<file path="config.mk">
export PLATFORM = sky130hd
export DESIGN_NAME = clint_timer_src_flat
export DESIGN_NICKNAME = d
export VERILOG_FILES = /design/src/rtl/clint_timer_src_if.sv /design/src/rtl/clint_timer_src.sv /design/src/flat_wrapper.sv
export SDC_FILE = /design/constraint.sdc
export NUM_CORES = 1
export LEC_CHECK = 0
export BUFFER_PORTS_ARGS = -buffer_cell sky130_fd_sc_hd__buf_2
export CORE_MARGIN = 8
export CORE_UTILIZATION = 55
export DETAILED_ROUTE_END_ITERATION = 16
export HOLD_SLACK_MARGIN = 0.02
export PLACE_DENSITY = 0.8
export SLEW_MARGIN = 25
export SYNTH_ARGS = -nofsm -noshare
export SYNTH_HDL_FRONTEND = slang
export SYNTH_SLANG_ARGS = --single-unit
</file>
<file path="constraint.sdc">
create_clock -name clk -period 7.9 [get_ports clk]
set_input_delay 1.58 -clock clk [delete_from_list [all_inputs] [get_ports clk]]
set_output_delay 1.58 -clock clk [all_outputs]
set_load 0.05 [all_outputs]
</file>
<file path="src/rtl/clint_timer_src_if.sv">
// Register-port bundle between the uncore bus bridge (master) and the CLINT timer source (slave).
// Req/Write/Adr/WData flow toward the slave; RData/Err are qualified by the one-cycle Ack pulse.
interface clint_timer_src_if #(
  parameter int XLEN = 64
);
  logic            Req;
  logic            Write;
  logic [15:0]     Adr;
  logic [XLEN-1:0] WData;
  logic [XLEN-1:0] RData;
  logic            Ack;
  logic            Err;

  modport master (output Req, Write, Adr, WData, input RData, Ack, Err);
  modport slave  (input Req, Write, Adr, WData, output RData, Ack, Err);
endinterface

</file>
<file path="src/rtl/clint_timer_src.sv">
// CLINT interrupt source for one hart: mtime, mtimecmp and msip behind a Req/Ack register port.
// Optional mtime prescaler is enabled by defining WALLY_CLINT_PRESCALE_EN.
module clint_timer_src #(
  parameter int XLEN     = 64,
  parameter int PRESCALE = 1
) (
  input  logic                    clk,
  input  logic                    reset,
  clint_timer_src_if.slave        bus,
  output logic [63:0]             MTIME_CLINT,
  output logic                    MTimerInt,
  output logic                    MSwInt
);
  typedef enum logic {IDLE, ACK} state_t;

  localparam bit IS32 = (XLEN == 32);

  if ((PRESCALE < 1) || ((XLEN != 32) && (XLEN != 64))) begin : g_bad_param
    $error("clint_timer_src: XLEN must be 32 or 64 and PRESCALE must be >= 1");
  end

  state_t          r_state;
  logic [63:0]     r_mtime;
  logic [63:0]     r_mtimecmp;
  logic            r_msip;
  logic            r_mtint;
  logic            r_ack;
  logic            r_err;
  logic [XLEN-1:0] r_rdata;

  logic [63:0]     w_wdata;
  logic [31:0]     w_wdata_hi;
  logic [63:0]     w_rdata;
  logic            w_access;
  logic            w_wr;
  logic            w_sel_msip;
  logic            w_sel_cmp_lo;
  logic            w_sel_cmp_hi;
  logic            w_sel_time_lo;
  logic            w_sel_time_hi;
  logic            w_mapped;
  logic            w_cmp_wr_lo;
  logic            w_cmp_wr_hi;
  logic            w_time_wr_lo;
  logic            w_time_wr_hi;
  logic            w_time_wr;
  logic            w_tick;

  // With XLEN=64 the single low address covers both halves; the upper data word feeds the high half.
  assign w_wdata      = 64'(bus.WData);
  assign w_wdata_hi   = IS32 ? w_wdata[31:0] : w_wdata[63:32];

  assign w_access     = (r_state == IDLE) && bus.Req;
  assign w_wr         = w_access && bus.Write;

  assign w_sel_msip    = (bus.Adr == 16'h0000);
  assign w_sel_cmp_lo  = (bus.Adr == 16'h4000);
  assign w_sel_cmp_hi  = IS32 && (bus.Adr == 16'h4004);
  assign w_sel_time_lo = (bus.Adr == 16'hBFF8);
  assign w_sel_time_hi = IS32 && (bus.Adr == 16'hBFFC);
  assign w_mapped      = w_sel_msip | w_sel_cmp_lo | w_sel_cmp_hi | w_sel_time_lo | w_sel_time_hi;

  assign w_cmp_wr_lo  = w_wr && w_sel_cmp_lo;
  assign w_cmp_wr_hi  = w_wr && (IS32 ? w_sel_cmp_hi : w_sel_cmp_lo);
  assign w_time_wr_lo = w_wr && w_sel_time_lo;
  assign w_time_wr_hi = w_wr && (IS32 ? w_sel_time_hi : w_sel_time_lo);
  assign w_time_wr    = w_time_wr_lo || w_time_wr_hi;

  always_comb begin
    w_rdata = '0;
    if (w_sel_msip)         w_rdata = {63'd0, r_msip};
    else if (w_sel_cmp_lo)  w_rdata = IS32 ? {32'd0, r_mtimecmp[31:0]} : r_mtimecmp;
    else if (w_sel_cmp_hi)  w_rdata = {32'd0, r_mtimecmp[63:32]};
    else if (w_sel_time_lo) w_rdata = IS32 ? {32'd0, r_mtime[31:0]} : r_mtime;
    else if (w_sel_time_hi) w_rdata = {32'd0, r_mtime[63:32]};
  end

`ifdef WALLY_CLINT_PRESCALE_EN
  localparam int              DIVW     = (PRESCALE > 1) ? $clog2(PRESCALE) : 1;
  localparam logic [DIVW-1:0] DIV_LAST = DIVW'(PRESCALE - 1);

  logic [DIVW-1:0] r_div;

  assign w_tick = (r_div == DIV_LAST);

  // Any mtime write restarts the divider so the next tick lands a full period later.
  always_ff @(posedge clk or posedge reset) begin
    if (reset)                   r_div <= '0;
    else if (w_time_wr || w_tick) r_div <= '0;
    else                         r_div <= r_div + DIVW'(1);
  end
`else
  assign w_tick = 1'b1;
`endif

  // A bus write beats the tick; the half that is not written keeps its value with no carry.
  always_ff @(posedge clk or posedge reset) begin
    if (reset) begin
      r_mtime <= '0;
    end else if (w_time_wr) begin
      if (w_time_wr_lo) r_mtime[31:0]  <= w_wdata[31:0];
      if (w_time_wr_hi) r_mtime[63:32] <= w_wdata_hi;
    end else if (w_tick) begin
      r_mtime <= r_mtime + 64'd1;
    end
  end

  always_ff @(posedge clk or posedge reset) begin
    if (reset) begin
      r_mtimecmp <= '1;
      r_msip     <= 1'b0;
      r_mtint    <= 1'b0;
    end else begin
      if (w_cmp_wr_lo)           r_mtimecmp[31:0]  <= w_wdata[31:0];
      if (w_cmp_wr_hi)           r_mtimecmp[63:32] <= w_wdata_hi;
      if (w_wr && w_sel_msip)    r_msip            <= w_wdata[0];
      r_mtint <= (r_mtime >= r_mtimecmp);
    end
  end

  always_ff @(posedge clk or posedge reset) begin
    if (reset) begin
      r_state <= IDLE;
      r_ack   <= 1'b0;
      r_err   <= 1'b0;
      r_rdata <= '0;
    end else begin
      case (r_state)
        IDLE: begin
          if (bus.Req) begin
            r_state <= ACK;
            r_ack   <= 1'b1;
            r_err   <= !w_mapped;
            r_rdata <= (w_mapped && !bus.Write) ? w_rdata[XLEN-1:0] : '0;
          end
        end
        ACK: begin
          r_state <= IDLE;
          r_ack   <= 1'b0;
        end
      endcase
    end
  end

  assign bus.RData   = r_rdata;
  assign bus.Ack     = r_ack;
  assign bus.Err     = r_err;
  assign MTIME_CLINT = r_mtime;
  assign MTimerInt   = r_mtint;
  assign MSwInt      = r_msip;
endmodule
</file>
<file path="src/flat_wrapper.sv">
// flat-port wrapper written by rule: the top's interface ports become plain ports
module clint_timer_src_flat 
#(
  parameter int XLEN     = 64,
  parameter int PRESCALE = 1
)
  (clk, reset, MTIME_CLINT, MTimerInt, MSwInt, bus_Req, bus_Write, bus_Adr, bus_WData, bus_RData, bus_Ack, bus_Err);
  clint_timer_src_if #(.XLEN(XLEN)) bus_i ();
  input  logic clk;
  input  logic reset;
  output logic [63:0] MTIME_CLINT;
  output logic MTimerInt;
  output logic MSwInt;
  input wire logic [$bits(bus_i.Req)-1:0] bus_Req;
  input wire logic [$bits(bus_i.Write)-1:0] bus_Write;
  input wire logic [$bits(bus_i.Adr)-1:0] bus_Adr;
  input wire logic [$bits(bus_i.WData)-1:0] bus_WData;
  output wire logic [$bits(bus_i.RData)-1:0] bus_RData;
  output wire logic [$bits(bus_i.Ack)-1:0] bus_Ack;
  output wire logic [$bits(bus_i.Err)-1:0] bus_Err;
  assign bus_i.Req = bus_Req;
  assign bus_i.Write = bus_Write;
  assign bus_i.Adr = bus_Adr;
  assign bus_i.WData = bus_WData;
  assign bus_RData = bus_i.RData;
  assign bus_Ack = bus_i.Ack;
  assign bus_Err = bus_i.Err;
  clint_timer_src #(.XLEN(XLEN), .PRESCALE(PRESCALE)) u_core (.clk(clk), .reset(reset), .bus(bus_i), .MTIME_CLINT(MTIME_CLINT), .MTimerInt(MTimerInt), .MSwInt(MSwInt));
endmodule
</file>
==> summary.txt, run 1 <==
Core Box Area - 0.01921 sq mm
CTS Buffer Depth - 2
Syn Nets - 1216
Leakage - 0.005115 uW
Max-slew violations - 0
Total power - 1992 uW
Initial antenna violation count - 4
Critical path required time - 8.23 ns
Root buffer cell - clkbuf_16
Worst Reg-to-Reg Cells - 7
IO Pins - 216
Hold Path Class - reg -> reg
Via count - 8849
Post-placement cell area - 0.01184 sq mm
Die Span Y - 155.0 um
Final period util - 48.60%
Worst-Skew Late Latency - 0.44 ns
Post-DP HPWL - 19.99 mm
Yosys reg bits - 197
Port Buf Inserts - 215
FMAX - 0.2605 GHz
Setup bufs post-CTS - 0
Number of max-cap violations - 0
Avg Cell Area, Syn - 9.964 sq um
Register area - 0.005010 sq mm
Iter 0 DRT Violations - 666
Fin area - 0.01250 sq mm
Mapped cell area - 0.01063 sq mm
DR WL/cell - 19.17 um
CP arrival - 4.17 ns
Commonest non-fill, non-tap cell in the layout - buf_2
Clock-pin slew on the worst setup and hold paths - 0.07 ns
Clk_skew - 0.01067 ns
Starting Density - 55.35%
Vias per inst - 5.754
Worst-Margin Slew - 1.106 ns
# H-tree levels - 4
Post-DRT Antenna Nets - 0
Critical Path Fanout Max - 64
# DRC - 0
Final setup violation count - 0
CP Capture Type - flip-flop
Share of layout cells above drive strength 1 - 31.08%
Synth Warn # - 0
Row Count - 51
WHS Path Cells - 1
Post-Synthesis Cells - 1067
Final wirelength - 29.48 mm
Critical path class - in -> reg
CTS Sinks - 197
P&R area growth vs syn - 17.54%
Gpl congestion - 0.8245
Detailed Routing Iterations Pass 1 - 5
RSZ-0062 raised after global routing - false
GRT Util Overall - 24.33%
Vias in the first global route - 8866
Setup TNS Final - 0 ns
Commonest cells after routing, fill and taps aside - buf_2 (215), nand2_1 (155), dfrtp_1 (133), o21ai_0 (127), inv_1 (68)
Non-Filler Instances - 1538
Post-synth cell types - 48
Relative max-transition margin - 26.26%
Cts hold-fix bufs - 0
Largest net degree at the start of global routing - 135
Post_cts resized - 0
Gr ovfl total - 0
Pwr/cell area - 159.4 mW/mm^2
Crit path launch type - primary input
Outcome - finished, final reports clean
CTS tree - yes
CTS Buf Count - 17
Width of the die - 155.0 um
Worst VDD drop - 147.0 uV
Final hold violation count - 0
Hold WS - 0.4195 ns
Final worst path period need - 3.839 ns
R2R Setup Slk - 4.93 ns
Sequential fraction of the synthesis area - 47.12%
Global-route wire length before repair - 46.94 mm
Die ar. - 0.02403 sq mm
Placed cells - 1501
Nets@finish - 1407
Area occupied by multi-input gates - 0.005099 sq mm
Fillers - 1571
## final cells by class
class                           count  area share [%]
Clock inverter                      9          0.7209
Inverter                           69           2.133
Antenna cell                        2         0.04005
Clock buffer                       23           3.985
Timing Repair Buffer              225           9.572
Multi-Input combinational cell    748           40.80
Sequential cell                   197           40.09
Tap cell                          265           2.653
## stage by stage
stage | util, % | worst slack, ns
floorplan | - | 1.057
global placement | 61.62 | 3.792
detailed placement | 61.62 | 3.670
CTS | 64.68 | 4.129
global route | 65.06 | 3.896
finish | 65.06 | 4.061
## state kept, by name, indices dropped and copies added, names as in the netlist
signal / count
u_core.bus.Err: 1
u_core.MTimerInt: 1
u_core.r_state: 1
u_core.MTIME_CLINT: 64
u_core.MSwInt: 1
u_core.r_mtimecmp: 64
u_core.bus.RData: 64
u_core.bus.Ack: 1
## critical path: stages
cell and delay [ns]:
buf_2 0.10, nor3_1 0.41, and4_1 0.28, and2_2 0.18
buf_4 0.69, o21ai_4 0.27, buf_4 0.33, o21ai_0 0.28
## path summary, 6_finish.rpt
check,to,from
setup / recovery,u_core.bus.RData[49]$_DFFE_PP0P_,bus_Adr[2]
hold / removal,u_core.bus.Ack$_DFFE_PP0P_,u_core.r_state$_DFF_PP0_
setup reg to reg,u_core.MTIME_CLINT[58]$_DFF_PP0_,u_core.MTIME_CLINT[0]$_DFF_PP0_
hold reg to reg,u_core.bus.Ack$_DFFE_PP0P_,u_core.r_state$_DFF_PP0_
max in group asynchronous,u_core.MTIME_CLINT[22]$_DFF_PP0_,reset
min in group asynchronous,u_core.MTIME_CLINT[50]$_DFF_PP0_,reset
## metal layers
metal	vias up	part of all wire (%)	GRT usage, %
met2	338	47	39.63
met5	-	0.075	0
met3	47	7.3	5.326
met1	4298	44	31.85
met4	4	2.2	7.653
li1	4162	-	-
## logic make-up (layout without fill, tap and decap cells)
| kind of cell | count (synthesis) | in the layout | synth area share [%] |
|---|---|---|---|
| AOI/OAI and AO/OA | 248 | 248 | 13.79 |
| xor gates and xnor gates | 58 | 58 | 4.778 |
| adders and majority gates | 65 | 65 | 7.650 |
| buffers and inverters | 122 | 326 | 5.166 |
| DFF | 197 | 197 | 47.12 |
| muxes | 67 | 67 | 7.085 |
| other | 0 | 2 | 0 |
| and+or+nand+nor | 310 | 310 | 14.41 |
## cell usage after synthesis (all sizes together)
cell     instances  area share [%]
dfrtp          133              31
and3            23             1.4
a22oi           63             4.4
nor2b            1           0.059
clkbuf          25            0.88
nand3           36             1.9
nor4            10            0.79
and4             8            0.68
xnor2           11            0.91
o211ai           2            0.14
inv             69             2.4
mux2            66             7.0
buf             28             1.8
a221o            1           0.094
and2             6            0.35
nor2            19            0.67
a211oi           2            0.14
a2111oi          2            0.16
a221oi           1           0.082
nor3             8            0.42
nand4           37             2.3
a31oi            4            0.24
ha              65             7.6
dfstp           64              16
xor2            47             3.9
or3              5            0.29
nand2          155             5.5
nand2b           1           0.059
a211o            2            0.16
nand3b           1           0.071
a22o             1           0.082
o31ai            1           0.071
a21o             9            0.64
o21ai          136             6.4
a21oi           24             1.1
mux2i            1           0.094
## power breakdown
group          leakage [uW]  internal (uW)  switching (uW)
Combinational       0.00261           28.1            67.7
Clock              0.000287            481             395
Sequential          0.00222           1010            6.17
Note: power is estimated with default switching activity, not from simulation.
==> inputs of run 2 (changes only) <==
--- a/config.mk
+++ b/config.mk
@@ -7,10 +7,10 @@
 export LEC_CHECK = 0
 export BUFFER_PORTS_ARGS = -buffer_cell sky130_fd_sc_hd__buf_2
 export CORE_MARGIN = 8
-export CORE_UTILIZATION = 55
+export CORE_UTILIZATION = 50
 export DETAILED_ROUTE_END_ITERATION = 16
 export HOLD_SLACK_MARGIN = 0.02
-export PLACE_DENSITY = 0.8
+export PLACE_DENSITY = 0.77
 export SLEW_MARGIN = 25
 export SYNTH_ARGS = -nofsm -noshare
 export SYNTH_HDL_FRONTEND = slang
==> constraint.sdc (replaced) <==
create_clock -name clk -period 3.2 [get_ports clk]
set_input_delay 0.64 -clock clk [delete_from_list [all_inputs] [get_ports clk]]
set_output_delay 0.64 -clock clk [all_outputs]
set_load 0.05 [all_outputs]
==> run 2 against run 1 <==
  * Wire length increased by 0.38%
  * Flip-flop and latch count unchanged
  * Register-to-register slack got worse by 4.4 ns
  * Combinational power increased to 2.5 times the previous value
  * Non-clock buffer count increased by 11
  * Final cell count increased by 1.2%
  * Clock power increased by 140%
  * Count of clock-buffer cells in the layout increased by 1
  * Worst hold slack got worse by 0.077 ns
  * Critical path type is now reg -> reg
  * Largest cell class unchanged
==> summary.txt, run 2 (synthesis gave the netlist of run 1 again) <==
Setup bufs post-CTS - 0 (unchanged)
Number of max-cap violations - 0 (unchanged)
Clock-pin slew on the worst setup and hold paths - 0.07 ns (about the same)
# H-tree levels - 4 (unchanged)
Crit path launch - u_core.r_mtimecmp[39]$_DFFE_PP1P_
Die Span Y - 161.8 um (+4.4%)
CP arrival - 2.93 ns (-1.24 ns)
Gpl congestion - 0.8408 (+2.0%)
Final hold violation count - 0 (unchanged)
Post-DRT Antenna Nets - 0 (unchanged)
CP most frequent cell - o21ai_0
DR WL/cell - 19.00 um (-0.85%)
CTS tree - yes
Critical path class - reg -> reg
Crit path max-delay cell type - dfstp_2
Worst VDD drop - 295.2 uV (+100%)
Vias per inst - 5.682 (-1.2%)
Comb power frac - 5.0% (+0.2 points)
Commonest cells after routing, fill and taps aside - buf_2 (215), nand2_1 (155), dfrtp_1 (133), o21ai_0 (127), inv_1 (68)
Critical Path Fanout Max - 3 (-95%)
CTS Buf Count - 17 (unchanged)
Final period util - 82.03%
Largest net degree at the start of global routing - 101 (-25%)
Post-DP HPWL - 21.29 mm (+6.5%)
Crit path launch type - flip-flop
Max-slew violations - 0 (unchanged)
Port Buf Inserts - 215 (unchanged)
CTS Sinks - 197 (unchanged)
Setup TNS Final - 0 ns (unchanged)
Starting Density - 50.73% (-4.6 points)
Row Count - 53 (+3.9%)
Worst r2r dst - u_core.MTimerInt$_DFF_PP0_
Die ar. - 0.02619 sq mm (+9.0%)
Final wirelength - 29.59 mm (+0.38%)
Place WS - 0.3666 ns (-3.304 ns)
GRT Util Overall - 22.66% (-1.7 points)
RSZ-0062 raised after global routing - false
Largest stage delay on the critical path - 0.55 ns (-0.14 ns)
Via count - 8847 (-0.023%)
Worst Reg-to-Reg Cells - 9 (+2)
Core Box Area - 0.02096 sq mm (+9.1%)
Worst-Margin Slew - 0.6684 ns (-0.4376 ns)
Global-route wire length before repair - 47.87 mm (+2.0%)
P&R area growth vs syn - 18.45%
# DRC - 0 (unchanged)
CP Capture Point - u_core.MTimerInt$_DFF_PP0_
Cts hold-fix bufs - 0 (unchanged)
Width of the die - 161.8 um (+4.4%)
Share of layout cells above drive strength 1 - 31.38% (+0.30 points)
Commonest non-fill, non-tap cell in the layout - buf_2
Register area - 0.005010 sq mm (unchanged)
Reg power frac - 52.2% (+1.0 points)
R2R Path Start - u_core.r_mtimecmp[39]$_DFFE_PP1P_
Outcome - finished, final reports clean
Vias in the first global route - 9092 (+2.5%)
Relative max-transition margin - 55.44% (+29 points)
Area occupied by multi-input gates - 0.005099 sq mm (unchanged)
Leakage - 0.005157 uW (+0.83%)
Critical path required time - 3.50 ns (-4.73 ns)
Critical-path cell list - inv_1, ha_1, a21oi_1, o21ai_0, a221o_1, a211o_1, a2111oi_0, buf_4, o21ai_0
Switching share of power - 23.09% (-0.47 points)
Root buffer cell - clkbuf_16
R2R Setup Slk - 0.57 ns (-4.36 ns)
Worst-Skew Late Latency - 0.43 ns (about the same)
Final worst path period need - 2.625 ns
Initial antenna violation count - 1 (-3)
Pint - 3710 uW (+140%)
Clock network fraction of design power - 42.7% (-1.3 points)
Final setup violation count - 0 (unchanged)
FMAX - 0.3809 GHz
IO Pins - 216 (unchanged)
Nets@finish - 1418 (+0.78%)
Final setup margin - 0.5749 ns (-3.486 ns)
Post_cts resized - 0 (unchanged)
Hold Path Class - in -> async
Pwr/cell area - 383.0 mW/mm^2 (+140%)
Clk_skew - 0.01097 ns (+0.0002952 ns)
Fillers - 1843 (+17%)
Detailed Routing Iterations Pass 1 - 7 (+2)
Iter 0 DRT Violations - 609 (-8.6%)
CP Capture Type - flip-flop
Gr ovfl total - 0 (unchanged)
CTS Buffer Depth - 2 (unchanged)
P_sw - 1114 uW (+140%)
run 2: cell types whose count changed in the layout (fill, tap and decap cells not counted), sizes merged:
| cell | previous run | this run |
|---|---|---|
| inv | 72 | 69 |
| buf | 225 | 236 |
| diode | 2 | 1 |
| clkinvlp | 2 | 3 |
| clkbuf | 23 | 24 |
run 2: worst min path at each step:
| stage | startpoint | endpoint | cells after the start |
|---|---|---|---|
| 3_5_place_dp | u_core.r_state$_DFF_PP0_ | u_core.bus.Ack$_DFFE_PP0P_ | 1 |
| 2_1_floorplan | u_core.r_state$_DFF_PP0_ | u_core.bus.Ack$_DFFE_PP0P_ | 1 |
| 4_1_cts | bus_WData[28] | u_core.MTIME_CLINT[28]$_DFF_PP0_ | 3 |
| 6_report | reset | u_core.bus.RData[9]$_DFFE_PP0P_ | 3 |
| 5_1_grt | bus_WData[51] | u_core.MTIME_CLINT[51]$_DFF_PP0_ | 3 |
| 3_3_place_gp | u_core.r_state$_DFF_PP0_ | u_core.bus.Ack$_DFFE_PP0P_ | 1 |
run 2: per-stage QoR:
stage          hold slack (ns)  utilization (%)  area (sq um)  power [uW]  std cells
2_1_floorplan           0.3944                -         10640        2679       1067
3_3_place_gp            0.4291            57.44         12040        2805       1525
3_5_place_dp            0.4488            57.44         12040        2809       1525
4_1_cts                 0.4124            60.08         12590        4867       1556
5_1_grt                 0.4183            60.10         12590        4979       1557
6_report                0.3430            60.10         12590        4823       1557
run 2: power groups by stage:
| stage | Combinational [uW] | Sequential (uW) | Clock, uW |
|---|---|---|---|
| global route | 266 | 2520 | 2190 |
| CTS | 246 | 2520 | 2100 |
| global placement | 242 | 2560 | 0 |
| floorplan | 84.4 | 2590 | 0 |
| detailed placement | 245 | 2560 | 0 |
| finish | 242 | 2520 | 2060 |
run 2: layout make-up:
cell class                 count  share of cell area [%]
antenna                        1                 0.01987
clock buffer                  24                   3.825
clock inverter                 7                  0.5763
inverter                      69                   2.086
multi-input combinational    748                   40.49
sequential                   197                   39.78
tap                          275                   2.732
timing repair buffer         236                   10.49
run 2: per-layer routing:
| layer | routed length, um | vias to the layer above | global-route usage, % |
|---|---|---|---|
| met3 | 1990 | 45 | 4.379 |
| met2 | 14250 | 303 | 36.84 |
| met1 | 12640 | 4304 | 29.10 |
| met5 | 0 | - | 0 |
| met4 | 697 | 0 | 9.596 |
| li1 | - | 4195 | - |
run 2: critical path, delay by kind of cell (launching register included):
family                   cells  cell delay, ns
AO/OA/AOI/OAI                6            1.42
adder cells (fa/ha/maj)      1            0.30
buffers and inverters        2            0.23
flip-flops                   1            0.55
==> inputs of run 3 (changes only) <==
==> constraint.sdc (replaced) <==
create_clock -name clk -period 2.25 [get_ports clk]
set_input_delay 0.45 -clock clk [delete_from_list [all_inputs] [get_ports clk]]
set_output_delay 0.45 -clock clk [all_outputs]
set_load 0.05 [all_outputs]
==> run 3 against run 2 <==
  * The run now ends with setup timing left
  * Critical endpoint unchanged
  * Largest cell class unchanged
  * Critical path type unchanged
  * Clock power rose by 56%
  * Critical path depth did not move
  * Worst hold slack got worse by 0.32 ns
  * Largest power group unchanged
  * Power rose by 49%
==> summary.txt, run 3 (synthesis gave the netlist of run 1 again) <==
Outcome - finished with violations
Failing checks - setup timing
CTS Buffer Depth - 2 (unchanged)
DR WL/cell - 20.09 um (+5.7%)
Row Count - 53 (unchanged)
# H-tree levels - 4 (unchanged)
Post-DP HPWL - 23.89 mm (+12%)
Port Buf Inserts - 215 (unchanged)
Vias per inst - 5.728 (+0.80%)
Final worst path period need - 2.253 ns (-0.3717 ns)
Critical Path Fanout Max - 3 (unchanged)
Routed length on met3 - 2.232 mm (+12%)
Crit path max-delay cell type - dfstp_2
Hold Path Class - in -> async
Core Box Area - 0.02096 sq mm (unchanged)
Die ar. - 0.02619 sq mm (unchanged)
Via count - 9634 (+8.9%)
Final wirelength - 33.79 mm (+14%)
Width of the die - 161.8 um (unchanged)
Detailed Routing Iterations Pass 1 - 5 (-2)
Gr ovfl total - 0 (unchanged)
Starting Density - 50.73% (unchanged)
Gpl congestion - 0.8511 (+1.2%)
Clock-pin slew on the worst setup and hold paths - 0.08 ns (about the same)
CP Capture Type - flip-flop
Relative max-transition margin - 57.16% (+1.7 points)
CTS Sinks - 197 (unchanged)
Final setup margin - -0.003412 ns (-0.5783 ns)
Leakage - 0.005824 uW (+13%)
FMAX - 0.4438 GHz (+16%)
Critical-path cell list - inv_1, ha_4, nand4_1, nor4_2, buf_4, a221oi_2, o211ai_1, a2111oi_4, o21ai_1
Iter 0 DRT Violations - 725 (+19%)
Commonest cells after routing, fill and taps aside - buf_2 (216), nand2_1 (154), dfrtp_1 (131), buf_4 (128), o21ai_0 (121)
Final setup violation count - 1 (+1)
P&R area growth vs syn - 31.78%
Final period util - 100.2% (+18 points)
Die Span Y - 161.8 um (unchanged)
DR WL met2 - 16.57 mm (+16%)
Critical path required time - 2.54 ns (-0.96 ns)
Worst VDD drop - 455.2 uV (+54%)
Initial antenna violation count - 7 (+6)
Cts hold-fix bufs - 0 (unchanged)
Commonest non-fill, non-tap cell in the layout - buf_2
CTS Buf Count - 17 (unchanged)
CP arrival - 2.54 ns (-0.39 ns)
Highest metal used - met5
Critical path class - reg -> reg
Setup TNS Final - -0.003412 ns (-0.003412 ns)
Hold WS - 0.02528 ns (-0.3177 ns)
Worst-Skew Late Latency - 0.43 ns (about the same)
Root buffer cell - clkbuf_16
Share of layout cells above drive strength 1 - 40.88% (+9.5 points)
DRT met1 WL - 13.96 mm (+10%)
RSZ-0062 raised after global routing - true
Crit path launch type - flip-flop
Nets@finish - 1540 (+8.6%)
Number of max-cap violations - 0 (unchanged)
Vias in the first global route - 9810 (+7.9%)
CTS tree - yes
Post-DRT Antenna Nets - 0 (unchanged)
Clk_skew - 0.01388 ns (+0.002915 ns)
Largest net degree at the start of global routing - 55 (-46%)
Global-route wire length before repair - 52.00 mm (+8.6%)
Final hold violation count - 0 (unchanged)
Fin area - 0.01401 sq mm (+11%)
Post-placement cell area - 0.01287 sq mm (+6.9%)
Layout Utilization - 66.86% (+6.8 points)
# DRC - 0 (unchanged)
Max-slew violations - 0 (unchanged)
GRT Util Overall - 24.75% (+2.1 points)
Largest stage delay on the critical path - 0.55 ns (about the same)
Worst-Margin Slew - 0.6426 ns (-0.02585 ns)
Pwr/cell area - 512.4 mW/mm^2 (+34%)
IO Pins - 216 (unchanged)
Place WS - -0.2033 ns (-0.5699 ns)
## run 3: worst max-delay path, delay by kind of cell, from the launching register on
family	cells	cell delay, ns
AND/OR/NAND/NOR	2	0.27
buffers and inverters	2	0.21
flip-flops	1	0.55
adder cells (fa/ha/maj)	1	0.22
AO/OA/AOI/OAI	4	0.88
## run 3: timing repair
| action | 4_1_cts | 5_1_grt |
|---|---|---|
| resized for setup | 6 | 52 |
| buffers inserted | 0 | 21 |
| endpoints found under the setup margin | 24 | 28 |
| pin swaps | 2 | 22 |
## run 3: per-stage QoR
step                total power, uW  std cells
global route                   7371       1682
CTS                            7202       1658
floorplan                      3810       1067
global placement               4015       1626
finish                         7179       1682
detailed placement             4022       1626
## run 3: area by class of cell
type                    count  area [sq um]
clock buffers              20         466.7
diodes                      3         7.507
clock inverters            12         142.6
well taps                 275         344.1
inverters                  69         262.8
multi-input cells         748          5460
fillers                  1621          6945
repair buffers            358          2313
flip-flops and latches    197          5012
## run 3: power breakdown
| part | internal [uW] | leakage, uW | switching, uW | total, uW |
|---|---|---|---|---|
| Sequential | 3560 | 0.00222 | 11.1 | 3570 |
| Combinational | 127 | 0.00331 | 266 | 393 |
| Clock | 1750 | 0.000292 | 1460 | 3220 |
## run 3: final timing paths
| path | endpoint | depth (start not counted) | start | slack, ns |
|---|---|---|---|---|
| max in group asynchronous | u_core.r_mtimecmp[27]$_DFFE_PP1P_ | 3 | reset | 1.50 |
| min reg2reg | u_core.bus.Ack$_DFFE_PP0P_ | 1 | u_core.r_state$_DFF_PP0_ | 0.43 |
| max | u_core.MTimerInt$_DFF_PP0_ | 9 | u_core.r_mtimecmp[29]$_DFFE_PP1P_ | -0.003 |
| min | u_core.bus.RData[9]$_DFFE_PP0P_ | 2 | reset | 0.03 |
| min in group clk | u_core.MTIME_CLINT[41]$_DFF_PP0_ | 3 | bus_WData[41] | 0.24 |
| max reg2reg | u_core.MTimerInt$_DFF_PP0_ | 9 | u_core.r_mtimecmp[29]$_DFFE_PP1P_ | -0.003 |
## run 3: layer usage
metal / vias to the layer above / GRT usage (%)
met1: 4761 / 30.94
met2: 357 / 40.51
met3: 82 / 5.745
li1: 4426 / -
met4: 8 / 10.44
met5: - / 0
